### config.mk
export PLATFORM = sky130hd
export DESIGN_NAME = led_pattern_gen
export DESIGN_NICKNAME = d
export VERILOG_FILES = /design/src/rtl/led_pattern_gen.sv
export SDC_FILE = /design/constraint.sdc
export NUM_CORES = 1
export LEC_CHECK = 0
export CAP_MARGIN = 20
export CORE_ASPECT_RATIO = 1.4
export CORE_MARGIN = 5
export CORE_UTILIZATION = 50
export CTS_CLUSTER_SIZE = 30
export DETAILED_ROUTE_END_ITERATION = 6
export PLACE_DENSITY = 0.65
export SETUP_SLACK_MARGIN = 0.15
export SYNTH_ARGS = -nofsm -noshare
export SYNTH_HDL_FRONTEND = slang
export SYNTH_SLANG_ARGS = --single-unit
### constraint.sdc
create_clock -name clk -period 2.1 [get_ports clk]
set_clock_uncertainty 0.15 [all_clocks]
set_input_delay 0.42 -clock clk [delete_from_list [all_inputs] [get_ports clk]]
set_output_delay 0.42 -clock clk [all_outputs]
set_load 0.1 [all_outputs]
### src/rtl/led_pattern_gen.sv
// led_pattern_gen: debounced mode/pause buttons drive a 4-bit LED pattern generator with a tick prescaler.
// Latency: raw button edge to LED load is DEBOUNCE_CYCLES+3 cycles; tick to load is 1 cycle; init load is 1 cycle after reset release.
// Backpressure: none; the LED register always accepts a load, so en is a fire-and-forget one-cycle strobe.
//
// Ports:
//   clk, rst          single clock, synchronous active-high reset
//   btn_mode          raw asynchronous button, press advances the mode
//   btn_pause         raw asynchronous button, press toggles pause
//   en, d[3:0]        one-cycle load strobe and registered pattern for the LED register
//   mode[1:0], paused status outputs
module led_pattern_gen #(
  parameter int TICK_DIV        = 31_250_000,
  parameter int DEBOUNCE_CYCLES = 1_250_000
) (
  input  logic       clk,
  input  logic       rst,
  input  logic       btn_mode,
  input  logic       btn_pause,
  output logic       en,
  output logic [3:0] d,
  output logic [1:0] mode,
  output logic       paused
);

  localparam int PW = $clog2(TICK_DIV);
  localparam int CW = $clog2(DEBOUNCE_CYCLES + 1);

  typedef enum logic [1:0] {
    S_COUNT  = 2'b00,
    S_SHIFT  = 2'b01,
    S_BOUNCE = 2'b10,
    S_BLINK  = 2'b11
  } mode_t;

  // ---------------------------------------------------------------
  // Button path: bit 0 = mode button, bit 1 = pause button
  // ---------------------------------------------------------------
  logic [1:0]    w_raw;
  logic [1:0]    r_sync1;
  logic [1:0]    r_sync2;
  logic [1:0]    r_db;
  logic [1:0]    r_db_d;
  logic [CW-1:0] r_db_cnt [2];
  logic [1:0]    w_btn_ev;
  logic          w_mode_ev;
  logic          w_pause_ev;

  assign w_raw = {btn_pause, btn_mode};

  always_ff @(posedge clk) begin
    if (rst) begin
      r_sync1 <= '0;
      r_sync2 <= '0;
      r_db    <= '0;
      r_db_d  <= '0;
      for (int i = 0; i < 2; i++) begin
        r_db_cnt[i] <= '0;
      end
    end else begin
      r_sync1 <= w_raw;
      r_sync2 <= r_sync1;
      r_db_d  <= r_db;
      for (int i = 0; i < 2; i++) begin
        // The counter only runs while the synchronized level disagrees with
        // the accepted level; the Nth consecutive disagreement commits it.
        if (r_sync2[i] != r_db[i]) begin
          if (r_db_cnt[i] == CW'(DEBOUNCE_CYCLES - 1)) begin
            r_db[i]     <= r_sync2[i];
            r_db_cnt[i] <= '0;
          end else begin
            r_db_cnt[i] <= r_db_cnt[i] + CW'(1);
          end
        end else begin
          r_db_cnt[i] <= '0;
        end
      end
    end
  end

  // Press events only; releases are ignored.
  assign w_btn_ev   = r_db & ~r_db_d;
  assign w_mode_ev  = w_btn_ev[0];
  assign w_pause_ev = w_btn_ev[1];

  // ---------------------------------------------------------------
  // Mode FSM, prescaler and pattern register
  // ---------------------------------------------------------------
  mode_t         r_state;
  mode_t         w_state_nxt;
  logic [3:0]    r_d;
  logic [3:0]    w_d_nxt;
  logic          r_en;
  logic          w_en_nxt;
  logic          r_paused;
  logic          w_paused_nxt;
  logic          r_dir;          // BOUNCE direction: 0 = left, 1 = right
  logic          w_dir_nxt;
  logic          r_init;         // pending post-reset load for the LED register
  logic          w_init_nxt;
  logic [PW-1:0] r_presc;
  logic [PW-1:0] w_presc_nxt;
  logic          w_tick;
  logic [3:0]    w_step_d;
  logic          w_step_dir;
  mode_t         w_adv_state;
  logic [3:0]    w_adv_seed;

  assign w_tick = (r_presc == PW'(TICK_DIV - 1));

  // Next pattern within the current mode.
  always_comb begin
    w_step_d   = r_d;
    w_step_dir = r_dir;
    case (r_state)
      S_COUNT:  w_step_d = r_d + 4'd1;
      S_SHIFT:  w_step_d = {r_d[2:0], r_d[3]};
      S_BOUNCE: begin
        // Direction flips as the endpoint is entered, so the endpoint is
        // shown once and the following step already moves away from it.
        if (!r_dir) begin
          w_step_d = {r_d[2:0], 1'b0};
          if (r_d == 4'b0100) w_step_dir = 1'b1;
        end else begin
          w_step_d = {1'b0, r_d[3:1]};
          if (r_d == 4'b0010) w_step_dir = 1'b0;
        end
      end
      S_BLINK:  w_step_d = ~r_d;
    endcase
  end

  // Mode advance and the seed of the mode being entered.
  always_comb begin
    w_adv_state = S_COUNT;
    w_adv_seed  = 4'b0000;
    case (r_state)
      S_COUNT:  begin w_adv_state = S_SHIFT;  w_adv_seed = 4'b0001; end
      S_SHIFT:  begin w_adv_state = S_BOUNCE; w_adv_seed = 4'b0001; end
      S_BOUNCE: begin w_adv_state = S_BLINK;  w_adv_seed = 4'b0000; end
      S_BLINK:  begin w_adv_state = S_COUNT;  w_adv_seed = 4'b0000; end
    endcase
  end

  always_comb begin
    w_state_nxt  = r_state;
    w_d_nxt      = r_d;
    w_en_nxt     = 1'b0;
    w_paused_nxt = r_paused;
    w_dir_nxt    = r_dir;
    w_init_nxt   = 1'b0;
    w_presc_nxt  = w_tick ? '0 : r_presc + PW'(1);

    if (r_init) begin
      // Init load: prescaler restarts so the first step is a full period away.
      w_d_nxt     = 4'b0000;
      w_en_nxt    = 1'b1;
      w_presc_nxt = '0;
    end else begin
      if (w_pause_ev) w_paused_nxt = ~r_paused;
      // Mode load wins over a same-cycle tick; the tick uses the
      // pre-toggle pause state.
      if (w_mode_ev) begin
        w_state_nxt = w_adv_state;
        w_d_nxt     = w_adv_seed;
        w_dir_nxt   = 1'b0;
        w_en_nxt    = 1'b1;
        w_presc_nxt = '0;
      end else if (w_tick && !r_paused) begin
        w_d_nxt   = w_step_d;
        w_dir_nxt = w_step_dir;
        w_en_nxt  = 1'b1;
      end
    end
  end

  always_ff @(posedge clk) begin
    if (rst) begin
      r_state  <= S_COUNT;
      r_d      <= 4'b0000;
      r_en     <= 1'b0;
      r_paused <= 1'b0;
      r_dir    <= 1'b0;
      r_init   <= 1'b1;
      r_presc  <= '0;
    end else begin
      r_state  <= w_state_nxt;
      r_d      <= w_d_nxt;
      r_en     <= w_en_nxt;
      r_paused <= w_paused_nxt;
      r_dir    <= w_dir_nxt;
      r_init   <= w_init_nxt;
      r_presc  <= w_presc_nxt;
    end
  end

  assign en     = r_en;
  assign d      = r_d;
  assign mode   = r_state;
  assign paused = r_paused;

endmodule
Word level (Yosys, flattened, before mapping)
Memories as Yosys holds them, arrays and structs flattened.
Cells that the tools add are included.
Widths: inputs -> output; s select.
{ "classes": {"add_sub_neg": 4, "n_mul": 0, "n_div": 0, "n_lt_le_gt_ge": 0, "n_eq_ne": 10, "shifts": 0, "n_mux": 45, "bitwise_logic": 11, "n_reduce_logical": 14} }
{ "op_table": {"columns": ["op", "n"], "rows": [
  ["$mux 21", 6],
  ["$add 21x1->21 const B", 2],
  ["$eq 21x21->1 const B", 2],
  ["$mux 1", 33],
  ["$add 25x1->25 const B", 1],
  ["$eq 25x25->1 const B", 1],
  ["$pmux 4 s4", 1],
  ["$mux 4", 3],
  ["$pmux 2 s4", 1],
  ["$pmux 4 s2", 1],
  ["$reduce_and 2->1", 4],
  ["$or 1x1->1", 6],
  ["$reduce_or 2->1", 3],
  ["$add 4x1->4 const B", 1],
  ["$eq 2x2->1 const B", 2],
  ["$eq 4x2->1 const B", 1],
  ["$eq 4x3->1 const B", 1],
  ["$not 4->4", 1],
  ["$reduce_bool 2->1", 2],
  ["$reduce_or 4->1", 1],
  ["$reduce_and 3->1", 1],
  ["$and 2x2->2", 1],
  ["$eq 2x1->1 const B", 1],
  ["$logic_not 2->1", 1],
  ["other kinds (5)", 7]
]} }
{ "word_totals": {"register_bits": 43, "latch_bits": 0, "mem_bits_rw": 42, "rom_bits": 0, "input_bits": 4, "output_inout_bits": 8, "wordCells": 97, "memories": 1} }
{ "mem_list": {"columns": ["memory", "words", "word_bits", "read_ports", "rd_ports_with_merged_regs", "wr", "line_no", "source"], "rows": [
  ["r_db_cnt", 2, 21, 2, 0, 2, "43", "logic [CW-1:0] r_db_cnt [2];"]
]} }

Logic depth before layout (Yosys ltp)
Gate-level depths: netlist (run 1).
An unclocked memory read counts as a cell.
{ "depth": {"ltp_word": 9, "ltp_mapped": 7, "depth_no_buf": 6} }

Worst setup path after synthesis (run 1)
No wires, ideal clock.
{ "synth_timing": {"path_kind": "reg2reg", "startpoint": "register r_state[0] (netlist: mode[0])", "endpoint": "register r_d[3] (netlist: d[3])", "setup_ns": 0.131, "arrival_ns": 2.184, "t_required_ns": 1.819, "slack_ns": -0.365, "stages_incl_launch_ff": 8, "path_buffers": 1, "period_less_slack_ns": 2.465, "path_cell_list": "dfxtp_1 > inv_1 > ha_1 > clkbuf_1 > nand4_1 > a21oi_1 > o311ai_0 > a21oi_1"} }
{ "synth_between": {"elab_chain_cells": 4, "word_cells_on_any_way": 7, "cone_classes": "eq/ne: 3; mux: 3; reduce/logical: 1"} }
{ "synth_lines": {"columns": ["item", "line_no", "source"], "rows": [
  ["start: declaration", "88", "mode_t r_state;"],
  ["start signal: assignment", "186", "r_state <= w_state_nxt;"],
  ["$eq 2x2->1, or another cell as far along", "114", "case (r_state)"],
  ["$pmux 4 s4 *", "114", null],
  ["$mux 4 *", "168", "end else if (w_tick && !r_paused) begin"],
  ["$mux 4 *", "162", "if (w_mode_ev) begin"],
  ["end signal: assignment", "187", "r_d <= w_d_nxt;"],
  ["end: declaration", "90", "logic [3:0] r_d;"]
]} }
Every way passes the cells marked *; elsewhere a longest branch is shown, timed or not. The select of a mux whose other input is x is not followed.
A chain may end at the register's enable or synchronous reset.

==> results of run 1 <==
==> cell families (layout without fill, tap and decap cells) <==
family / count (synthesis) / after routing / synth area share, %
AO/OA/AOI/OAI: 85 / 85 / 11.4
XOR/XNOR: 39 / 39 / 7.73
adder cells (fa/ha/maj): 10 / 10 / 2.83
buffers and inverters: 40 / 107 / 3.63
flip-flops: 85 / 85 / 48.0
multiplexers: 1 / 1 / 0.227
other: 1 / 42 / 0.0849
AND/OR/NAND/NOR: 213 / 214 / 26.1
==> layout make-up <==
| class | count | area [µm²] | share of cell area, % |
|---|---|---|---|
| Multi-Input combinational cell | 391 | 2530 | 43.7 |
| Sequential cell | 85 | 2150 | 37.2 |
| Tap cell | 105 | 131 | 2.27 |
| Clock inverter | 3 | 17.5 | 0.302 |
| Inverter | 25 | 93.8 | 1.62 |
| Clock buffer | 13 | 272 | 4.69 |
| Timing Repair Buffer | 66 | 597 | 10.3 |
==> stage by stage <==
step | hold WS, ns | util, % | total power (µW) | cells | instance area [µm²]
2_1_floorplan | 0.264 | - | 1940 | 515 | 4660
3_3_place_gp | 0.269 | 59.8 | 1990 | 652 | 5140
4_1_cts | 0.293 | 64.6 | 3540 | 676 | 5560
6_report | 0.285 | 67.3 | 3520 | 688 | 5790
3_5_place_dp | 0.279 | 59.8 | 1990 | 652 | 5140
5_1_grt | 0.301 | 67.3 | 3650 | 688 | 5790
==> power groups by stage <==
| stage | clock (µW) | sequential, µW | combinational, µW |
|---|---|---|---|
| floorplan | 0 | 1850 | 82.5 |
| global placement | 0 | 1850 | 139 |
| detailed placement | 0 | 1850 | 140 |
| CTS | 1570 | 1820 | 149 |
| global route | 1640 | 1830 | 185 |
| finish | 1530 | 1820 | 167 |
==> cells in the final DEF, fill, tap and decap left out, types with 3 or more instances in the layout <==
master and n:
nor2_1 53, buf_4 52, edfxtp_1 42, conb_1 42
xnor2_1 33, a21oi_1 31, dfxtp_1 27, nand2_1 26
inv_1 25, nand3_1 19, nor3_1 15, o21ai_0 14
nand4_1 13, or3_1 13, dfxtp_2 12, or4_4 10
o31ai_1 10, clkbuf_16 10, or4_1 9, nor4_1 9
nand2b_1 8, a21oi_2 7, nor2b_1 7, and3_1 6
xor2_1 6, ha_1 6, buf_12 6, buf_6 5
o21ai_1 4, dfxtp_4 4, nor3b_1 3, nand3_2 3
or3_4 3, ha_4 3, clkdlybuf4s50_1 3
==> sequential cells by signal, indices dropped and copies added (netlist names), 2 cells and up <==
name	count
d	4
mode	2
r_db	2
r_db_cnt	42
r_db_d	2
r_presc	25
r_sync1	2
r_sync2	2
==> what timing repair did <==
item	CTS	global route
resized for setup	19	38
pin swaps	5	21
gates cloned	1	1
buffers inserted	7	11
setup endpoints to repair	60	60
==> cell usage after synthesis, drive strengths merged (11+ instances only) <==
cell / n / area share (%)
dfxtp: 43 / 19
nand3: 23 / 2.7
xnor2: 33 / 6.5
clkbuf: 11 / 0.93
nor3: 15 / 1.7
a21oi: 38 / 4.3
nor4: 11 / 1.7
nor2: 53 / 4.5
o21ai: 20 / 2.3
nand4: 13 / 1.8
or3: 16 / 2.3
edfxtp: 42 / 29
inv: 25 / 2.1
o31ai: 13 / 2.2
or4: 18 / 3.1
nand2: 27 / 2.3
==> layer usage <==
metal,global-route usage [%],part of all wire [%],up-vias
li1,-,-,1899
met1,21.3,42,1823
met2,32.7,54,44
met3,4.08,2.2,16
met4,6.15,2.1,0
met5,0,0,-
==> how the worst max path moves through the flow <==
stage | slack [ns] | endpoint | startpoint
2_1_floorplan | 0.08 | r_presc[22] | r_presc[1]
3_3_place_gp | 0.07 | d[2] | r_presc[8]
3_5_place_dp | 0.02 | r_db_cnt[1][20] | r_db_cnt[1][0]
4_1_cts | 0.11 | d[2] | r_presc[13]
5_1_grt | 0.05 | r_db_cnt[1][5] | r_db_cnt[1][0]
6_report | 0.11 | r_db_cnt[1][20] | r_db_cnt[1][0]
==> worst register-to-register path, stage by stage (launching register included) <==
cell and delay (ns):
edfxtp_1 0.43, ha_4 0.18, nand2_4 0.07, or4_4 0.52, or3_1 0.39, a21oi_2 0.12
==> qor.yml, run 1 <==
sta:
  fmax_mhz: 503
  final-setup-viol-count: 0
  timing.final.crit_period_ns: 1.99
  slew_viol_final: 0
  setup_slack_ns: 0.112
  rsz0062_at_grt: "true"
  period_share_pct: 94.7
  hold_viol: 0
  fin_tns_setup_ns: 0
yosys:
  synth_edf_count: 42
  yosysUniqueCellTypes: 48
  yosysWarnings: 0
  syn_inst: 474
  syn_area_per_cell_um2: 9.32
  synthFlopType: "dfxtp_1"
  ys_async_sr_fraction_pct: 0
  ys_seq_area_share_pct: 48.0
  synth_area_um2: 4420
  ys_ff_latch: 85
worst_setup_path:
  endpoint_kind: "flop"
  r2r-start: "r_db_cnt[1][0]"
  start_kind: "flop"
  r2r-end: "r_db_cnt[1][20]"
  worst-path-max-fanout: 5
  reg2reg_slack_ns: 0.11
  worstPathArrival_ns: 2.04
  path_depth: 5
  crit_chain: "ha_4 > nand2_4 > or4_4 > or3_1 > a21oi_2"
  timing.critical_path.max_delay_family: "simple AND/OR/NAND/NOR gates"
  critical-path-max-stage-delay_ns: 0.52
  crit_buf_inv: 0
  rr_worst_depth: 5
  critPathSlowestCell: "or4_4"
  crit_required_ns: 2.15
  critical_path_class: "reg2reg"
floorplanning:
  die_w_um: 89.4
  fp.coreArea_um2: 8610
  io-pin-count: 12
  start_util_pct: 51.3
  fp.dieH_um: 121
  placementRows: 40
  dieArea_um2: 10800
placed_design:
  routabilityCongestion: 0.809
  pre_cts_slack_ns: 0.0225
  io_buffer_count: 11
  place_hpwl_mm: 6.53
clock_network:
  cts_buffers: 9
  htree_num_levels: 3
  root_buffer: "clkbuf_16"
  clk_pin_slew_ns: 0.06
  cts_tree: "yes"
  cts.sinks: 85
  clk_latency_ns: 0.34
  hold_buffers: 0
  cts_buffer_depth: 2
final_layout:
  n_antenna_cell: 0
  nNetsFinal: 592
  n_fill_cell: 677
  drive_gt1_share_pct: 23.7
  areaGrowthSynthToFinish_pct: 31.1
routing:
  firstDrtPassIters: 4
  routed_via_density: 5.50
  drt_iter0_drc: 150
  ant_nets: 0
  routedWlPerCell_um: 13.8
  vias: 3782
  drc: 0
  totalWireLength_mm: 9.52
grt:
  antenna_found_initial: 0
  overflow: 0
  grt_pass1_wl_mm: 15.9
  grt_max_degree: 25
  grt_usage_pct: 18.4
  grt_pass1_vias: 3659
power:
  p_comb_share_pct: 4.7
  power_switching_uw: 761
  clkPwrFrac_pct: 43.5
  p_per_area_nw_per_um2: 608
  switching_share_pct: 21.6
  power_frac_seq_pct: 51.8
  leakage_uw: 0.00196
  internal_power_uw: 2760
  vdd_ir_drop_max_mv: 0.582
hold_path:
  hp-start: "r_sync1[1]"
  hold_path_class: "reg2reg"
  whs_path_depth: 1
  hold-path-endpoint: "r_sync2[1]"
run:
  cap_violations: 0
outcome:
  status: "finished clean"
Note: power is estimated with default switching activity, not from simulation.
==> inputs of run 2 (changes only) <==
REMOVE_ABC_BUFFERS = 1   (was not set)
==> run 2 against run 1 <==
  * Register-to-register slack worse by 0.04 ns
  * Final area is 7.6% higher
  * Combinational power is 20% higher
  * Wire length is 7.9% higher
  * Global-route usage is 1.3 points higher
  * Maximum frequency is 1.8% lower
  * Clock-buffer cell count is 1 higher
  * Final cell count is 3.1% higher
  * Die area stayed put
  * Critical path depth stayed put
  * Worst setup slack worse by 0.036 ns
  * Clock power is 10% higher
  * Largest cell class unchanged
  * Highest routed layer unchanged
==> qor.yml, run 2 (synthesized netlist as in run 1, its figures left out) <==
grt:
  grt_usage_pct: 19.7
  overflow: 0
  grt_pass1_vias: 3781
  grt_pass1_wl_mm: 16.8
  grt_max_degree: 19
  antenna_found_initial: 0
routing:
  ant_nets: 0
  drc: 0
  vias: 3871
  firstDrtPassIters: 4
  routed_via_density: 5.46
  routedWlPerCell_um: 14.5
  drt_iter0_drc: 141
  totalWireLength_mm: 10.3
sta:
  period_share_pct: 96.4
  hold_viol: 0
  setup_slack_ns: 0.0755
  fin_tns_setup_ns: 0
  slew_viol_final: 0
  rsz0062_at_grt: "true"
  timing.final.crit_period_ns: 2.02
  fmax_mhz: 494
  final-setup-viol-count: 0
clock_network:
  htree_num_levels: 3
  cts_tree: "yes"
  hold_buffers: 0
  clk_pin_slew_ns: 0.06
  clk_latency_ns: 0.34
  cts_buffers: 9
  cts.sinks: 85
  root_buffer: "clkbuf_16"
  cts_buffer_depth: 2
final_layout:
  layout_common_cells: "62 x buf_4, 43 x nor2_1, 42 x edfxtp_1, 42 x conb_1"
  n_antenna_cell: 0
  nNetsFinal: 613
  fin_cells: 709
  areaGrowthSynthToFinish_pct: 41.1
  drive_gt1_share_pct: 31.1
  final_util_pct: 72.4
  regMostFlops: "r_db_cnt"
  final_common_cell: "buf_4"
  largest_register_ff_count: 42
  n_fill_cell: 622
placed_design:
  dp_cells: 663
  place_hpwl_mm: 6.80
  routabilityCongestion: 0.839
  pre_cts_slack_ns: -0.0539
  io_buffer_count: 11
floorplanning:
  start_util_pct: 51.3
  placementRows: 40
  io-pin-count: 12
  fp.dieH_um: 121
  dieArea_um2: 10800
  die_w_um: 89.4
  fp.coreArea_um2: 8610
outcome:
  status: "finished clean"
worst_setup_path:
  start_kind: "flop"
  critical_path_class: "reg2reg"
  crit_required_ns: 2.23
  worst-path-max-fanout: 8
  worstPathArrival_ns: 2.15
  endpoint_kind: "flop"
power:
  total_power_uw: 3710
  p_per_area_nw_per_um2: 596
  vdd_ir_drop_max_mv: 0.514
  leakage_uw: 0.00216
run:
  cap_violations: 0
hold_path:
  hold_path_class: "reg2reg"
run 2: changes by cell type in the layout (fill, tap and decap cells not counted), sizes merged:
cell and delta:
clkinv -2, or4 -1, inv +1, buf +22
clkbuf +1, bufinv +1, clkinvlp -1
run 2: final cells by class:
class / instances / area [µm²] / share of cell area (%)
clock buffer: 14 / 285 / 4.58
clock inverter: 2 / 36.3 / 0.582
inverter: 25 / 93.8 / 1.51
multi-input combinational: 390 / 2700 / 43.3
sequential: 85 / 2140 / 34.3
tap: 105 / 131 / 2.11
timing repair buffer: 88 / 853 / 13.7
run 2: final timing paths:
path,cells after the start,slack [ns],to,from
max,5,0.08,r_presc[20],r_presc[0]
min,1,0.29,r_sync2[1],r_sync1[1]
max reg2reg,5,0.08,r_presc[20],r_presc[0]
min reg2reg,1,0.29,r_sync2[1],r_sync1[1]
run 2: metrics by stage:
stage | cell area (µm²) | hold WS (ns)
after floorplan | 4500 | 0.264
after global placement | 5190 | 0.269
after detailed placement | 5190 | 0.286
after CTS | 5780 | 0.304
after global routing | 6230 | 0.312
final | 6230 | 0.294
run 2: worst max-delay path: stages (launching register included):
cell and delay [ns]:
dfxtp_2 0.34, ha_2 0.18, nand3_2 0.12, or4_4 0.50, or4_4 0.54, a21oi_2 0.12
run 2: where the power goes:
part | switching [µW] | total [µW] | internal [µW]
Sequential | 42.6 | 1820 | 1780
Clock | 626 | 1690 | 1060
Combinational | 105 | 201 | 96.1
Total | 773 | 3710 | 2940
run 2: layer usage:
layer	vias to the layer above	track usage, %	wire [µm]
li1	1939	-	-
met2	54	34.9	5740
met5	-	0	0
met4	0	8.19	238
met3	21	5.10	278
met1	1857	21.7	4020
run 2: what timing repair did:
item,4_1_cts,5_1_grt
cloned,2,0
setup buffers,15,13
pin swaps,25,39
endpoints found under the setup margin,68,71
resized for setup,35,86
